### config.mk
export PLATFORM = sky130hd
export DESIGN_NAME = sram_frame_reader_flat
export DESIGN_NICKNAME = d
export VERILOG_FILES = /design/src/rtl/sram_frame_reader_pkg.sv /design/src/rtl/sram_frame_reader_if.sv /design/src/rtl/sram_frame_reader_sync_word_fifo.sv /design/src/rtl/sram_frame_reader.sv /design/src/flat_wrapper.sv
export SDC_FILE = /design/constraint.sdc
export NUM_CORES = 1
export LEC_CHECK = 0
export ABC_AREA = 1
export CAP_MARGIN = 20
export CORE_MARGIN = 2
export CORE_UTILIZATION = 45
export DETAILED_ROUTE_END_ITERATION = 8
export GPL_TIMING_DRIVEN = 0
export SLEW_MARGIN = 20
export SYNTH_ARGS = -nofsm -noshare
export SYNTH_HDL_FRONTEND = slang
export SYNTH_SLANG_ARGS = --single-unit
### constraint.sdc
create_clock -name clock -period 3.25 [get_ports clock]
set_input_delay 0.8125 -clock clock [delete_from_list [all_inputs] [get_ports clock]]
set_output_delay 0.8125 -clock clock [all_outputs]
set_load 0.01 [all_outputs]
### src/rtl/sram_frame_reader_pkg.sv
// Shared constants for the frame reader: SRAM geometry, frame bases and FSM encodings.
// The frame-base constants are shared with the image buffer writer.
package sram_frame_reader_pkg;

    localparam int ADDR_WIDTH   = 18;
    localparam int PIX_PER_WORD = 4;
    localparam int CNT_WIDTH    = 19;

    localparam logic [ADDR_WIDTH-1:0] FRAME0_BASE_DEF = 18'd0;
    localparam logic [ADDR_WIDTH-1:0] FRAME1_BASE_DEF = 18'd120000;

    localparam logic [1:0] ST_IDLE = 2'd0;
    localparam logic [1:0] ST_RUN  = 2'd1;
    localparam logic [1:0] ST_DONE = 2'd2;

    function automatic logic [ADDR_WIDTH-1:0] frame_base(
        input logic                  sel,
        input logic [ADDR_WIDTH-1:0] frame1_base
    );
        if (sel) begin
            return frame1_base;
        end else begin
            return FRAME0_BASE_DEF;
        end
    endfunction

endpackage

### src/rtl/sram_frame_reader_if.sv
// Handshake bundle of the frame reader: start/done pair, arbiter R1 read port and pixel stream.
interface sram_frame_reader_if;
    import sram_frame_reader_pkg::*;

    logic                  start;
    logic                  start_ack;
    logic                  frame_sel;
    logic                  done;
    logic                  done_ack;
    logic [ADDR_WIDTH-1:0] addr;
    logic                  addr_valid;
    logic                  addr_ready;
    logic [31:0]           data;
    logic                  data_valid;
    logic                  data_ready;
    logic [7:0]            pixel;
    logic                  pixel_valid;
    logic                  pixel_ready;
    logic                  pixel_last;

    modport master (
        input  start, frame_sel, done_ack, addr_ready, data, data_valid, pixel_ready,
        output start_ack, done, addr, addr_valid, data_ready, pixel, pixel_valid, pixel_last
    );

    modport slave (
        output start, frame_sel, done_ack, addr_ready, data, data_valid, pixel_ready,
        input  start_ack, done, addr, addr_valid, data_ready, pixel, pixel_valid, pixel_last
    );

endinterface

### src/rtl/sram_frame_reader_sync_word_fifo.sv
// Synchronous first-word-fall-through word FIFO with occupancy count.
module sync_word_fifo #(
    parameter int DEPTH = 8,
    parameter int WIDTH = 32
) (
    input  logic                         clock,
    input  logic                         reset_l,
    input  logic                         push,
    input  logic [WIDTH-1:0]             wr_data,
    input  logic                         pop,
    output logic [WIDTH-1:0]             rd_data,
    output logic [$clog2(DEPTH+1)-1:0]   count,
    output logic                         empty
);
    localparam int CW = $clog2(DEPTH + 1);
    localparam int PW = (DEPTH > 1) ? $clog2(DEPTH) : 1;

    logic [WIDTH-1:0] mem_r [DEPTH];
    logic [PW-1:0]    wr_ptr_r;
    logic [PW-1:0]    rd_ptr_r;
    logic [CW-1:0]    count_r;
    logic             push_ok_s;
    logic             pop_ok_s;

    function automatic logic [PW-1:0] ptr_inc(input logic [PW-1:0] p);
        if (p == PW'(DEPTH - 1)) begin
            return {PW{1'b0}};
        end else begin
            return p + PW'(1);
        end
    endfunction

    assign push_ok_s = push && (count_r != CW'(DEPTH));
    assign pop_ok_s  = pop && (count_r != {CW{1'b0}});
    assign rd_data   = mem_r[rd_ptr_r];
    assign count     = count_r;
    assign empty     = (count_r == {CW{1'b0}});

    // Storage array, cleared on reset so no stale word is ever visible.
    always_ff @(posedge clock or negedge reset_l) begin
        if (!reset_l) begin
            for (int i = 0; i < DEPTH; i++) begin
                mem_r[i] <= {WIDTH{1'b0}};
            end
        end else if (push_ok_s) begin
            mem_r[wr_ptr_r] <= wr_data;
        end
    end

    // Pointers and occupancy; a simultaneous push and pop leaves the count unchanged.
    always_ff @(posedge clock or negedge reset_l) begin
        if (!reset_l) begin
            wr_ptr_r <= {PW{1'b0}};
            rd_ptr_r <= {PW{1'b0}};
            count_r  <= {CW{1'b0}};
        end else begin
            if (push_ok_s) begin
                wr_ptr_r <= ptr_inc(wr_ptr_r);
            end
            if (pop_ok_s) begin
                rd_ptr_r <= ptr_inc(rd_ptr_r);
            end
            if (push_ok_s && !pop_ok_s) begin
                count_r <= count_r + CW'(1);
            end else if (pop_ok_s && !push_ok_s) begin
                count_r <= count_r - CW'(1);
            end else begin
                count_r <= count_r;
            end
        end
    end

endmodule

### src/rtl/sram_frame_reader.sv
// Streams one stored 8-bit grayscale frame out of ZBT SRAM as a raster-order pixel stream,
// issuing credit-limited word reads on arbiter port R1 and unpacking 4 pixels per word.
module sram_frame_reader
    import sram_frame_reader_pkg::*;
#(
    parameter int N_PIXEL     = 480000,
    parameter int FRAME1_BASE = 120000,
    parameter int FIFO_DEPTH  = 8
) (
    input  logic                clock,
    input  logic                reset_l,
    sram_frame_reader_if.master bus
);
    localparam int CW    = $clog2(FIFO_DEPTH + 1);
    localparam int WORDS = N_PIXEL / PIX_PER_WORD;

    localparam logic [CNT_WIDTH-1:0]  WORDS_C    = CNT_WIDTH'(WORDS);
    localparam logic [CNT_WIDTH-1:0]  LAST_PIX_C = CNT_WIDTH'(N_PIXEL - 1);
    localparam logic [ADDR_WIDTH-1:0] F1_BASE_C  = ADDR_WIDTH'(FRAME1_BASE);

    logic [1:0]            state_r;
    logic [ADDR_WIDTH-1:0] base_r;
    logic                  start_ack_r;
    logic                  done_r;
    logic [ADDR_WIDTH-1:0] addr_r;
    logic                  addr_valid_r;
    logic                  data_ready_r;
    logic [CNT_WIDTH-1:0]  word_cnt_r;
    logic [CNT_WIDTH-1:0]  pix_cnt_r;
    logic                  last_r;
    logic [CW-1:0]         outst_r;
    logic [31:0]           shift_r;
    logic [1:0]            byte_idx_r;
    logic                  unpack_full_r;

    logic                  start_go_s;
    logic                  run_s;
    logic                  addr_fire_s;
    logic                  data_fire_s;
    logic                  run_data_s;
    logic                  pixel_fire_s;
    logic                  last_fire_s;
    logic                  unpack_need_s;
    logic                  pop_s;
    logic                  bypass_s;
    logic                  push_s;
    logic                  load_s;
    logic [31:0]           load_word_s;
    logic [31:0]           fifo_rd_s;
    logic [CW-1:0]         fifo_count_s;
    logic                  fifo_empty_s;
    logic [CW:0]           fifo_cnt_next_s;
    logic [CW:0]           outst_next_s;
    logic [CW+1:0]         in_flight_next_s;
    logic [CNT_WIDTH-1:0]  word_cnt_next_s;
    logic [CNT_WIDTH-1:0]  addr_sum_s;

    assign start_go_s   = (state_r == ST_IDLE) && bus.start;
    assign run_s        = (state_r == ST_RUN);
    assign addr_fire_s  = addr_valid_r && bus.addr_ready;
    assign data_fire_s  = bus.data_valid && data_ready_r;
    assign run_data_s   = data_fire_s && run_s;
    assign pixel_fire_s = unpack_full_r && bus.pixel_ready;
    assign last_fire_s  = pixel_fire_s && last_r;

    // The unpack register takes a new word when empty or while its last byte is leaving.
    assign unpack_need_s = !unpack_full_r || (pixel_fire_s && (byte_idx_r == 2'd3));
    assign pop_s         = run_s && unpack_need_s && !fifo_empty_s;
    assign bypass_s      = run_data_s && unpack_need_s && fifo_empty_s;
    assign push_s        = run_data_s && !bypass_s;
    assign load_s        = pop_s || bypass_s;
    assign load_word_s   = pop_s ? fifo_rd_s : bus.data;

    sync_word_fifo #(
        .DEPTH (FIFO_DEPTH),
        .WIDTH (32)
    ) u_fifo (
        .clock   (clock),
        .reset_l (reset_l),
        .push    (push_s),
        .wr_data (bus.data),
        .pop     (pop_s),
        .rd_data (fifo_rd_s),
        .count   (fifo_count_s),
        .empty   (fifo_empty_s)
    );

    // Next-cycle occupancy figures used to register addr_valid and data_ready.
    always_comb begin
        fifo_cnt_next_s = {1'b0, fifo_count_s};
        outst_next_s    = {1'b0, outst_r};
        word_cnt_next_s = word_cnt_r;
        if (push_s && !pop_s) begin
            fifo_cnt_next_s = {1'b0, fifo_count_s} + (CW+1)'(1);
        end else if (pop_s && !push_s) begin
            fifo_cnt_next_s = {1'b0, fifo_count_s} - (CW+1)'(1);
        end else begin
            fifo_cnt_next_s = {1'b0, fifo_count_s};
        end
        if (addr_fire_s && !run_data_s) begin
            outst_next_s = {1'b0, outst_r} + (CW+1)'(1);
        end else if (run_data_s && !addr_fire_s) begin
            outst_next_s = {1'b0, outst_r} - (CW+1)'(1);
        end else begin
            outst_next_s = {1'b0, outst_r};
        end
        if (addr_fire_s) begin
            word_cnt_next_s = word_cnt_r + CNT_WIDTH'(1);
        end else begin
            word_cnt_next_s = word_cnt_r;
        end
    end

    assign in_flight_next_s = {1'b0, fifo_cnt_next_s} + {1'b0, outst_next_s};
    assign addr_sum_s       = CNT_WIDTH'(base_r) + word_cnt_next_s;

    // Control FSM: start/ack in IDLE, streaming in RUN, level done until acknowledged.
    always_ff @(posedge clock or negedge reset_l) begin
        if (!reset_l) begin
            state_r     <= ST_IDLE;
            base_r      <= {ADDR_WIDTH{1'b0}};
            start_ack_r <= 1'b0;
            done_r      <= 1'b0;
        end else begin
            case (state_r)
                ST_IDLE: begin
                    if (bus.start) begin
                        state_r     <= ST_RUN;
                        start_ack_r <= 1'b1;
                        base_r      <= frame_base(bus.frame_sel, F1_BASE_C);
                    end else begin
                        start_ack_r <= 1'b0;
                    end
                end
                ST_RUN: begin
                    start_ack_r <= 1'b0;
                    if (last_fire_s) begin
                        state_r <= ST_DONE;
                        done_r  <= 1'b1;
                    end
                end
                ST_DONE: begin
                    start_ack_r <= 1'b0;
                    if (bus.done_ack) begin
                        state_r <= ST_IDLE;
                        done_r  <= 1'b0;
                    end
                end
                default: begin
                    state_r     <= ST_IDLE;
                    start_ack_r <= 1'b0;
                    done_r      <= 1'b0;
                end
            endcase
        end
    end

    // Read-address issue: one credit per free FIFO slot not already claimed by an outstanding read.
    always_ff @(posedge clock or negedge reset_l) begin
        if (!reset_l) begin
            word_cnt_r   <= {CNT_WIDTH{1'b0}};
            outst_r      <= {CW{1'b0}};
            addr_r       <= {ADDR_WIDTH{1'b0}};
            addr_valid_r <= 1'b0;
            data_ready_r <= 1'b1;
        end else if (start_go_s) begin
            word_cnt_r   <= {CNT_WIDTH{1'b0}};
            outst_r      <= {CW{1'b0}};
            addr_r       <= frame_base(bus.frame_sel, F1_BASE_C);
            addr_valid_r <= 1'b0;
            data_ready_r <= (fifo_cnt_next_s != (CW+1)'(FIFO_DEPTH));
        end else begin
            word_cnt_r   <= word_cnt_next_s;
            outst_r      <= outst_next_s[CW-1:0];
            addr_r       <= addr_sum_s[ADDR_WIDTH-1:0];
            addr_valid_r <= run_s && !last_fire_s && (word_cnt_next_s < WORDS_C) &&
                            (in_flight_next_s < (CW+2)'(FIFO_DEPTH));
            data_ready_r <= (fifo_cnt_next_s != (CW+1)'(FIFO_DEPTH));
        end
    end

    // Unpack shift register (byte 0 leaves first) and pixel counter.
    always_ff @(posedge clock or negedge reset_l) begin
        if (!reset_l) begin
            shift_r       <= 32'd0;
            byte_idx_r    <= 2'd0;
            unpack_full_r <= 1'b0;
            pix_cnt_r     <= {CNT_WIDTH{1'b0}};
            last_r        <= 1'b0;
        end else if (start_go_s) begin
            shift_r       <= 32'd0;
            byte_idx_r    <= 2'd0;
            unpack_full_r <= 1'b0;
            pix_cnt_r     <= {CNT_WIDTH{1'b0}};
            last_r        <= (LAST_PIX_C == {CNT_WIDTH{1'b0}});
        end else begin
            if (load_s) begin
                shift_r       <= load_word_s;
                byte_idx_r    <= 2'd0;
                unpack_full_r <= 1'b1;
            end else if (pixel_fire_s) begin
                shift_r       <= {8'd0, shift_r[31:8]};
                byte_idx_r    <= byte_idx_r + 2'd1;
                unpack_full_r <= (byte_idx_r != 2'd3);
            end
            if (pixel_fire_s) begin
                pix_cnt_r <= pix_cnt_r + CNT_WIDTH'(1);
                last_r    <= ((pix_cnt_r + CNT_WIDTH'(1)) == LAST_PIX_C);
            end
        end
    end

    assign bus.start_ack   = start_ack_r;
    assign bus.done        = done_r;
    assign bus.addr        = addr_r;
    assign bus.addr_valid  = addr_valid_r;
    assign bus.data_ready  = data_ready_r;
    assign bus.pixel       = shift_r[7:0];
    assign bus.pixel_valid = unpack_full_r;
    assign bus.pixel_last  = last_r && unpack_full_r;

endmodule

### src/flat_wrapper.sv
// flat-port wrapper written by rule: the top's interface ports become plain ports
module sram_frame_reader_flat import sram_frame_reader_pkg::*;
#(
    parameter int N_PIXEL     = 480000,
    parameter int FRAME1_BASE = 120000,
    parameter int FIFO_DEPTH  = 8
)
  (clock, reset_l, bus_start, bus_frame_sel, bus_done_ack, bus_addr_ready, bus_data, bus_data_valid, bus_pixel_ready, bus_start_ack, bus_done, bus_addr, bus_addr_valid, bus_data_ready, bus_pixel, bus_pixel_valid, bus_pixel_last);
  sram_frame_reader_if bus_i ();
  input  logic clock;
  input  logic reset_l;
  input wire logic [$bits(bus_i.start)-1:0] bus_start;
  input wire logic [$bits(bus_i.frame_sel)-1:0] bus_frame_sel;
  input wire logic [$bits(bus_i.done_ack)-1:0] bus_done_ack;
  input wire logic [$bits(bus_i.addr_ready)-1:0] bus_addr_ready;
  input wire logic [$bits(bus_i.data)-1:0] bus_data;
  input wire logic [$bits(bus_i.data_valid)-1:0] bus_data_valid;
  input wire logic [$bits(bus_i.pixel_ready)-1:0] bus_pixel_ready;
  output wire logic [$bits(bus_i.start_ack)-1:0] bus_start_ack;
  output wire logic [$bits(bus_i.done)-1:0] bus_done;
  output wire logic [$bits(bus_i.addr)-1:0] bus_addr;
  output wire logic [$bits(bus_i.addr_valid)-1:0] bus_addr_valid;
  output wire logic [$bits(bus_i.data_ready)-1:0] bus_data_ready;
  output wire logic [$bits(bus_i.pixel)-1:0] bus_pixel;
  output wire logic [$bits(bus_i.pixel_valid)-1:0] bus_pixel_valid;
  output wire logic [$bits(bus_i.pixel_last)-1:0] bus_pixel_last;
  assign bus_i.start = bus_start;
  assign bus_i.frame_sel = bus_frame_sel;
  assign bus_i.done_ack = bus_done_ack;
  assign bus_i.addr_ready = bus_addr_ready;
  assign bus_i.data = bus_data;
  assign bus_i.data_valid = bus_data_valid;
  assign bus_i.pixel_ready = bus_pixel_ready;
  assign bus_start_ack = bus_i.start_ack;
  assign bus_done = bus_i.done;
  assign bus_addr = bus_i.addr;
  assign bus_addr_valid = bus_i.addr_valid;
  assign bus_data_ready = bus_i.data_ready;
  assign bus_pixel = bus_i.pixel;
  assign bus_pixel_valid = bus_i.pixel_valid;
  assign bus_pixel_last = bus_i.pixel_last;
  sram_frame_reader #(.N_PIXEL(N_PIXEL), .FRAME1_BASE(FRAME1_BASE), .FIFO_DEPTH(FIFO_DEPTH)) u_core (.clock(clock), .reset_l(reset_l), .bus(bus_i));
endmodule
==> summary.txt <==
Worst setup path
  • FF-to-FF setup slack: 0.29 ns
  • R2R cell count: 9
  • CP endpoint: u_core.u_fifo.count[3]
  • RR Endpoint: u_core.shift_r[13]
  • Critical Path RT: 3.69 ns
  • Worst setup path category: in2reg
  • Crit Reg-Reg Startpoint: u_core.u_fifo.rd_ptr_r[1]
  • Crit. Startpoint: bus_pixel_ready
  • Crit path max fanout: 10
  • Critical Path End Type: register
  • CP Launch Type: input pin
  • Worst path arrival time: 3.43 ns

Synthesis
  • Post-synth cell types: 46
  • Mapped cell area: 0.0178 mm^2
  • Sequential-to-total area share from yosys stat: 0.509
  • Yosys reg bits: 363
  • Count of flip-flops with a built-in enable after synthesis: 0
  • Main synth FF type: dfrtp_1
  • Avg Cell Area, Syn: 8.24 um^2
  • Post-synthesis async set-or-reset flop share: 1.00
  • Yosys warns: 0
  • Post-synthesis cell count: 2,166
  • Mapped Nets: 2,234

Route
  • Routed Antenna Nets: 0
  • Residual DRC: 0
  • Final Routed Wirelength: 58,700 um
  • Detailed Routing Iterations Pass 1: 6
  • Vias: 16,000
  • WL/cell: 20.8 um
  • Vias per Instance: 5.67
  • Detailed Route Iter0 Violations: 1,559

Hold path
  • Worst hold path class: in2async

Clocking
  • Cts bufs inserted: 41
  • CTS tree: built
  • H-tree level count: 2
  • Max Buffers Root-to-Sink: 3
  • Setup bufs post-CTS: 0
  • # clock sinks: 363
  • CTS Hold Bufs: 0
  • Clk slew on worst S/H paths: 0.06 ns
  • Clock latency at the later pin of the worst-skew pair: 0.57 ns
  • Root buf cell: clkbuf_16

Floorplanning
  • Cell Rows: 72
  • Die Ht: 203 um
  • CORE AREA: 0.0389 mm^2
  • DIE AREA: 0.0413 mm^2
  • Starting density of the core: 0.459
  • Chip width: 203 um
  • I/O pins: 72

Power
  • Comb pwr share: 0.413
  • Worst vdd ir: 634 uV
  • PwrDens: 1010 mW/mm^2
  • Switching part of the total power: 0.419
  • Clock power share: 0.224
  • Reg power frac: 0.362
  • Sw Pwr: 8.75 mW
  • Total power: 20.9 mW
  • Int Pwr: 12.1 mW
  • P_leak: 9.56 nW

Place
  • Dpl ws: -0.574 ns
  • Number of port buffers: 71
  • HPWL Detailed: 40,700 um
  • Cells after DPL: 2,759
  • Placement Cell Area: 0.0193 mm^2
  • Gpl congestion: 0.901

Finish
  • Fillers: 3,752
  • Layout cells sized above 1: 0.0722
  • Area grow syn2layout: 15.9%
  • # diodes: 0
  • Post-Route Utilization: 0.532
  • Finished Layout Cells: 2,830
  • Nets@finish: 2,352
  • Final Cell Area: 0.0207 mm^2

STA
  • Slew HR: 0.347
  • Final setup fails: 0
  • Setup ws final: 0.258 ns
  • Setup Skew: 0.0189 ns
  • Final Max Tran Viols: 0
  • Period minus WS final: 2.99 ns
  • Worst hold slack: 0.182 ns
  • Hold Vio Cnt, Final: 0
  • Period utilization: 0.921
  • Fmax: 334 MHz
  • Least-Margin Pin Slew: 0.979 ns
  • RSZ-0062 raised after global routing: true
  • TNS Setup: 0 ns

Global route
  • Vias in the first global route: 15,600
  • Grt ovf: 0
  • Global-route wire length before repair: 91,100 um
  • Largest net degree at the start of global routing: 85
  • Initial antenna violation count: 0
  • GRT Total Usage: 0.289

Job
  • Max cap viols: 0

Run status
  • Status: finished clean
-- routing by layer --
| metal | vias up | wire, um | GRT usage |
|---|---|---|---|
| li1 | 7440 | - | - |
| met1 | 7823 | 25000 | 0.390 |
| met2 | 654 | 27500 | 0.468 |
| met3 | 129 | 4290 | 0.0470 |
| met4 | 0 | 2020 | 0.116 |
| met5 | - | 0 | 0 |
-- worst min-delay path by stage --
stage                                         from                        to  slack (ns)  cells past startpoint
after floorplan           u_core.u_fifo.mem_r[120]  u_core.u_fifo.mem_r[120]        0.45                      2
after global placement    u_core.u_fifo.mem_r[130]  u_core.u_fifo.mem_r[130]        0.47                      2
after detailed placement   u_core.u_fifo.mem_r[89]   u_core.u_fifo.mem_r[89]        0.47                      2
after CTS                                  reset_l      u_core.bus.start_ack        0.20                      1
after global routing                       reset_l      u_core.bus.start_ack        0.22                      1
final                                      reset_l      u_core.bus.start_ack        0.18                      1
-- logic make-up after synthesis --
logic type,share of synthesized area
AO/OA/AOI/OAI,0.173
flip-flops,0.509
AND/OR/NAND/NOR,0.214
XOR/XNOR,0.0137
adder cells (fa/ha/maj),0.0205
buffers and inverters,0.0695
-- critical path, cell delays in order --
cell and delay [ns]:
clkdlybuf4s50_1 0.50, nand2_1 0.07, nand2_2 0.14, nand4_1 0.16, nand2_2 0.11, clkinv_2 0.18, buf_12 0.21, ha_1 0.22
inv_1 0.13, ha_1 0.29, nand2_1 0.09, nor2_1 0.04, a211oi_2 0.18, nand2_1 0.07, nand2_1 0.06, nor2_1 0.04
xor2_1 0.13
-- registers in the layout (all words and copies together) (netlist names) --
name	flops
u_core.u_fifo.rd_ptr_r	3
u_core.bus.pixel_valid	1
u_core.pix_cnt_r	19
u_core.byte_idx_r	2
u_core.shift_r	32
u_core.word_cnt_r	13
u_core.u_fifo.wr_ptr_r	3
u_core.bus.addr	18
u_core.outst_r	4
u_core.state_r	2
u_core.last_r	1
u_core.bus.start_ack	1
u_core.base_r	1
u_core.bus.data_ready	1
u_core.bus.addr_valid	1
u_core.bus.done	1
u_core.u_fifo.mem_r	256
u_core.u_fifo.count	4
-- power by group through the flow --
stage	Clock, mW	Sequential, mW	Combinational [mW]
floorplan	0	7.31	5.54
global placement	0	7.56	8.24
detailed placement	0	7.57	8.45
CTS	4.73	7.52	8.46
global route	4.92	7.78	9.53
finish	4.68	7.55	8.62
-- cells in the final DEF (no fill, tap or decap), types with 69 or more instances in the layout --
master / count
nor2_1: 69
nand2_1: 635
clkdlybuf4s50_1: 70
o21ai_1: 75
clkbuf_1: 91
o21ai_0: 275
dfrtp_1: 362
a21oi_1: 118
inv_1: 135
nand3_1: 143
-- repair_timing --
action | 4_1_cts | 5_1_grt
hold endpoints to repair | 0 | 0
endpoints found under the setup margin | 0 | 7
resized for setup | 0 | 14
-- cell usage after synthesis (3+ instances only) --
master	number	area [um^2]
a21oi_1	118	591
a22oi_1	8	60.1
a32o_1	21	210
a32oi_1	10	87.6
buf_1	11	41.3
buf_2	11	55.1
buf_4	22	165
buf_6	8	90.1
clkbuf_1	87	327
dfrtp_1	362	9060
ha_1	26	325
inv_1	137	514
inv_2	6	22.5
nand2_1	636	2390
nand3_1	144	721
nand3b_1	3	22.5
nand4_1	17	106
nand4_4	6	128
nor2_1	70	263
nor3_1	21	105
o21ai_0	275	1380
o21ai_1	75	375
o21ai_2	23	201
o22ai_1	15	93.8
xnor2_1	6	52.6
xor2_1	22	193
-- final cells by class --
type	count	area (um^2)	share of cell area
clock inverters	13	129	0.00623
inverters	144	542	0.0262
flip-flops and latches	363	9080	0.439
repair buffers	75	826	0.0399
well taps	518	648	0.0313
multi-input cells	1519	7570	0.366
plain buffers	140	701	0.0339
clock buffers	58	1200	0.0580
Power figures use the tool's default switching activity.
==> RTL change 1 (same settings) <==
Set the package constant `CNT_WIDTH` to 27 (it was 19).
--- a/src/rtl/sram_frame_reader_pkg.sv
+++ b/src/rtl/sram_frame_reader_pkg.sv
@@ -5,5 +5,5 @@
     localparam int ADDR_WIDTH   = 18;
     localparam int PIX_PER_WORD = 4;
-    localparam int CNT_WIDTH    = 19;
+    localparam int CNT_WIDTH    = 27;
 
     localparam logic [ADDR_WIDTH-1:0] FRAME0_BASE_DEF = 18'd0;
Behaviour: no difference found for any inputs over 4 cycles, from zero or initial values and one cycle with reset_l low; that may be too few to reach the edited logic, so the function may still have changed.
==> RTL change 1 against the unedited design <==
Synthesized area rose by 5.7%; critical endpoint is now u_core.bus.addr_valid; combinational power down 2.7%; sequential cell count up 16; global-route usage is 1.7 points lower; power increased by 1.1%; routed wire length fell by 0.21%; synthesized cell count is 11% higher; sequential power increased by 3.6%; clock power is 4% higher; first-iteration DRC count shrank 4.9%; design area up 5.6%; setup slack got worse by 20 ps; register-to-register slack worse by 40 ps.
==> RTL change 1: results (changes against the unedited design) <==
Place
  – Placed instance area: 20,400 um2 (+5.4%)
  – Last weighted congestion value of the routability-driven placer: 0.907 (+0.63%)
  – Placed cell count: 3,008 (+9.0%)
  – Detailed Place HPWL: 41,100 um (+0.94%)

Cells and area
  – Largest regs: u_core.u_fifo.mem_r: 256 flops, u_core.shift_r: 32 flops, u_core.pix_cnt_r: 27 flops
  – Number of filler instances in the final layout: 4,095 (+9.1%)
  – Nets: 2,584 (+9.9%)
  – Layout cells sized above 1: 0.0510 (-0.0212)
  – Diode count: 0 (unchanged)

Power
  – Switching power: 8.67 mW (-0.90%)
  – Highest ir drop seen on vdd: 0.537 mV (-15%)
  – Leakage power summed over all cells: 10.1 nW (+5.2%)

Logic synthesis
  – Syn. warnings: 0 (unchanged)
  – Mean instance size in the synthesized netlist: 7.88 um2 (-4.4%)
  – Predominant post-synthesis flop cell: sky130_fd_sc_hd__dfrtp_1
  – Part of the Yosys area used for sequential elements: 0.503 (-0.00612)
  – Synthesized net count: 2,462 (+10%)
  – Top area cells in the synthesized netlist: sky130_fd_sc_hd__dfrtp_1, sky130_fd_sc_hd__nand2_1, sky130_fd_sc_hd__o21ai_0
  – Most used standard cells in the synthesized netlist: sky130_fd_sc_hd__nand2_1, sky130_fd_sc_hd__o21ai_0, sky130_fd_sc_hd__dfrtp_1
  – Cell variety after synth: 41 (-11%)

Clocking
  – Reg clk slew, reported paths: 60 ps (about the same)
  – Clock latency reported for the late side of the worst-skew pair: 590 ps (+20 ps)
  – Num CTS Buffers: 43 (+4.9%)
  – CTS H-Tree Depth: 2 (unchanged)

Routing
  – Post-Route M1 WL: 25,500 um (+2.2%)
  – Via count: 16,900 (+5.4%)
  – WL met3: 3730 um (-13%)
  – Detailed Routing Iterations Pass 1: 5 (-1)
  – Final WL: 58,600 um (-0.21%)
  – DR WL/cell: 19.0 um (-8.5%)
  – 1st-iter DRT viols: 1,482 (-4.9%)
  – Routed wl met2: 26,800 um (-2.3%)
  – Highest metal layer used by the detailed router: met4

Critical path
  – Critical-path maximum fanout: 5 (-5)
  – Signal arrival time at the worst endpoint: 3510 ps (+80 ps)
  – Worst stage delay on the critical path: 450 ps (-50 ps)
  – Top delay family on crit path: simple AND/OR/NAND/NOR gates

GRT
  – Largest net degree at the start of global routing: 96 (+13%)
  – Wire length of the first global-routing pass: 92,700 um (+1.8%)
  – Initial antenna violation count: 0 (unchanged)
  – Global routing usage summed across all routing layers: 0.272 (-0.0168)

Timing
  – Maximum clock skew at final layout: 27.8 ps (+8.84 ps)
  – Worst rel slew slack: 0.386 (+0.0384)

Status
  – Outcome: finished, final reports clean
RTL change 1: logic make-up after synthesis:
kind of cell | synth area share
xor+xnor | 0.0144
buf+inv | 0.0773
fa+ha+maj | 0.0194
compound gates | 0.175
simple gates | 0.211
flops | 0.503
RTL change 1: per-layer routing:
metal | vias to the layer above | global-route usage
li1 | 8108 | -
met4 | 0 | 0.115
met2 | 576 | 0.437
met1 | 8095 | 0.368
met3 | 130 | 0.0440
met5 | - | 0
RTL change 1: stage by stage:
stage               setup TNS (ps)  hold slack, ps  setup WS (ps)
floorplan                        0             453            449
global placement          -5974190             465         -15780
detailed placement          -15220             473           -548
CTS                              0            47.3           60.4
global route                 -9.42            57.8          -9.42
finish                           0            69.5            238
RTL change 1: repair_timing:
item	CTS	global route
setup buffers	0	2
resized for setup	0	15
hold endpoints to repair	0	0
setup endpoints to repair	0	8
RTL change 1: layout make-up:
| type | instances | area, um2 | area share |
|---|---|---|---|
| clock buffer | 69 | 1300 | 0.0597 |
| multi-input combinational | 1649 | 7980 | 0.365 |
| clock inverter | 9 | 110 | 0.00504 |
| tap | 539 | 674 | 0.0309 |
| buffer | 145 | 628 | 0.0287 |
| sequential | 379 | 9490 | 0.434 |
| inverter | 221 | 830 | 0.0380 |
| timing repair buffer | 77 | 841 | 0.0385 |
RTL change 1: power by group through the flow:
| stage | logic, mW | registers, mW | clock network, mW |
|---|---|---|---|
| finish | 8.39 | 7.82 | 4.88 |
| global route | 9.43 | 8.03 | 5.16 |
| detailed placement | 8.31 | 7.84 | 0 |
| global placement | 8.10 | 7.84 | 0 |
| CTS | 8.34 | 7.78 | 4.95 |
| floorplan | 5.50 | 7.57 | 0 |
RTL change 1: path summary, 6_finish.rpt:
kind | from | end | slack (ps) | cells past startpoint
worst min-delay path | reset_l | u_core.pix_cnt_r[23] | 70 | 1
worst max register to register | u_core.u_fifo.count[1] | u_core.u_fifo.count[3] | 250 | 17
max in group asynchronous | reset_l | u_core.u_fifo.mem_r[91] | 2040 | 3
min in group clock | u_core.u_fifo.mem_r[215] | u_core.u_fifo.mem_r[215] | 480 | 2
worst min register to register | u_core.u_fifo.mem_r[215] | u_core.u_fifo.mem_r[215] | 480 | 2
worst max-delay path | bus_data_valid | u_core.bus.addr_valid | 240 | 16
==> RTL change 2 (same flow settings) <==
Without the edit above. Make the reset (`reset_l`) synchronous in 5 clocked blocks.
--- a/src/rtl/sram_frame_reader_sync_word_fifo.sv
+++ b/src/rtl/sram_frame_reader_sync_word_fifo.sv
@@ -38,5 +38,5 @@
 
     // Storage array, cleared on reset so no stale word is ever visible.
-    always_ff @(posedge clock or negedge reset_l) begin
+    always_ff @(posedge clock) begin
         if (!reset_l) begin
             for (int i = 0; i < DEPTH; i++) begin
@@ -49,5 +49,5 @@
 
     // Pointers and occupancy; a simultaneous push and pop leaves the count unchanged.
-    always_ff @(posedge clock or negedge reset_l) begin
+    always_ff @(posedge clock) begin
         if (!reset_l) begin
             wr_ptr_r <= {PW{1'b0}};
--- a/src/rtl/sram_frame_reader.sv
+++ b/src/rtl/sram_frame_reader.sv
@@ -116,5 +116,5 @@
 
     // Control FSM: start/ack in IDLE, streaming in RUN, level done until acknowledged.
-    always_ff @(posedge clock or negedge reset_l) begin
+    always_ff @(posedge clock) begin
         if (!reset_l) begin
             state_r     <= ST_IDLE;
@@ -157,5 +157,5 @@
 
     // Read-address issue: one credit per free FIFO slot not already claimed by an outstanding read.
-    always_ff @(posedge clock or negedge reset_l) begin
+    always_ff @(posedge clock) begin
         if (!reset_l) begin
             word_cnt_r   <= {CNT_WIDTH{1'b0}};
@@ -181,5 +181,5 @@
 
     // Unpack shift register (byte 0 leaves first) and pixel counter.
-    always_ff @(posedge clock or negedge reset_l) begin
+    always_ff @(posedge clock) begin
         if (!reset_l) begin
             shift_r       <= 32'd0;
Check against the original RTL: differs if reset_l is asserted again (counterexample within 4 cycles, from zero or initial values and one cycle with reset_l low); with reset_l held inactive, the same outputs for 4 cycles.
==> RTL change 2 against the unedited design <==
Design area decreased by 1.8%; via count is 11% lower; die area is 2.4% lower; critical path depth down 8; sequential cell count up 3; non-clock buffer count is 20 lower; setup slack lost 64 ps; routed wire length is 7.5% lower; synthesized area is 2.5% lower.
Power is not compared: it rests on default switching activity, and its combinational part moved more than twofold at a synthesized area within 25%.
==> RTL change 2: results (changes against the unedited design) <==
Logic synthesis
  – Top area cells in the synthesized netlist: sky130_fd_sc_hd__edfxtp_1, sky130_fd_sc_hd__dfxtp_1, sky130_fd_sc_hd__nor2_1
  – Async set or reset register ratio after synthesis: 0 (-1.00)
  – Number of instances in the synthesized netlist: 1,888 (-13%)
  – Cell variety after synth: 47 (+2.2%)
  – Synthesized net count: 1,956 (-12%)

Cells and area
  – Number of non-filler instances in the completed layout: 2,559 (-9.6%)
  – Number of filler instances in the final layout: 3,577 (-4.7%)
  – Nets: 2,077 (-12%)

Place
  – Last weighted congestion value of the routability-driven placer: 0.902 (about the same)
  – Detailed Place HPWL: 37,300 um (-8.3%)
  – Placed instance area: 19,000 um2 (-1.8%)

Routing
  – 1st-iter DRT viols: 1,504 (-3.5%)
  – WL met3: 4930 um (+15%)
  – Post-Route M1 WL: 21,900 um (-12%)

Critical path
  – Flop2flop setup slack: 240 ps (-50 ps)
  – Worst reg2reg path startpoint: u_core.u_fifo.count[0]
  – Signal arrival time at the worst endpoint: 3330 ps (-100 ps)
  – Startpoint of the most critical setup path: bus_data_valid
  – Worst setup endpoint: u_core.u_fifo.mem_r[7][27]
  – Count of cells along the worst register-to-register path: 11 (+2)
  – Critical-path maximum fanout: 18 (+8)

Clocking
  – Clock latency reported for the late side of the worst-skew pair: 590 ps (+20 ps)

GRT
  – Global routing usage summed across all routing layers: 0.267 (-0.0224)
  – Via count of the first global-routing pass: 13,800 (-12%)
  – Wire length of the first global-routing pass: 81,000 um (-11%)
  – Met1 track utilization from global routing: 0.339 (-0.0508)
  – Largest net degree at the start of global routing: 22 (-74%)

Timing
  – Maximum clock skew at final layout: 26.8 ps (+7.89 ps)
  – Worst rel slew slack: 0.379 (+0.0311)

Status
  – Outcome: finished, final reports clean

Min path
  – Worst min path class: reg -> reg
RTL change 2: cells by family after synthesis:
kind of cell,Yosys count,share of synthesized area
AOI/OAI and AO/OA,381,0.131
xor gates and xnor gates,26,0.0131
adders and majority gates,28,0.0210
buffers and inverters,269,0.0733
DFF,366,0.568
and+or+nand+nor,818,0.194
RTL change 2: per-stage QoR:
step | setup slack [ps] | total power, mW | utilization | hold WS, ps | setup TNS [ps]
3_3_place_gp | -1170 | 8.58 | 0.489 | 465 | -286930
5_1_grt | 2.27 | 13.9 | 0.530 | 514 | 0
2_1_floorplan | 337 | 7.45 | - | 444 | 0
4_1_cts | 78.2 | 13.3 | 0.529 | 492 | 0
6_report | 194 | 13.3 | 0.530 | 487 | 0
3_5_place_dp | -533 | 8.67 | 0.494 | 479 | -61440
RTL change 2: critical path, cell delays in order:
cell and delay, ps:
sky130_fd_sc_hd__clkdlybuf4s50_1 510, sky130_fd_sc_hd__nand3_2 180, sky130_fd_sc_hd__a211oi_4 380, sky130_fd_sc_hd__nand2_4 150
sky130_fd_sc_hd__nor2_8 190, sky130_fd_sc_hd__nand2_4 140, sky130_fd_sc_hd__buf_6 190, sky130_fd_sc_hd__nand2_2 510
sky130_fd_sc_hd__buf_16 250
RTL change 2: where the power goes:
part	internal [mW]	leakage (nW)	switching [mW]
sequential	5.29	3.54	0.193
clock	2.74	0.650	1.93
combinational	0.981	3.89	2.21
total	9.01	8.08	4.34
RTL change 2: area by class of cell:
type,count,share of cell area
buffer,117,0.0348
clock buffer,61,0.0576
clock inverter,14,0.00831
inverter,152,0.0281
multi-input combinational,1253,0.309
sequential,366,0.487
tap,518,0.0319
timing repair buffer,78,0.0442
RTL change 2: timing repair:
item	CTS	global route
hold buffers	0	0
setup endpoints to repair	0	51
hold endpoints to repair	0	0
resized for setup	0	9
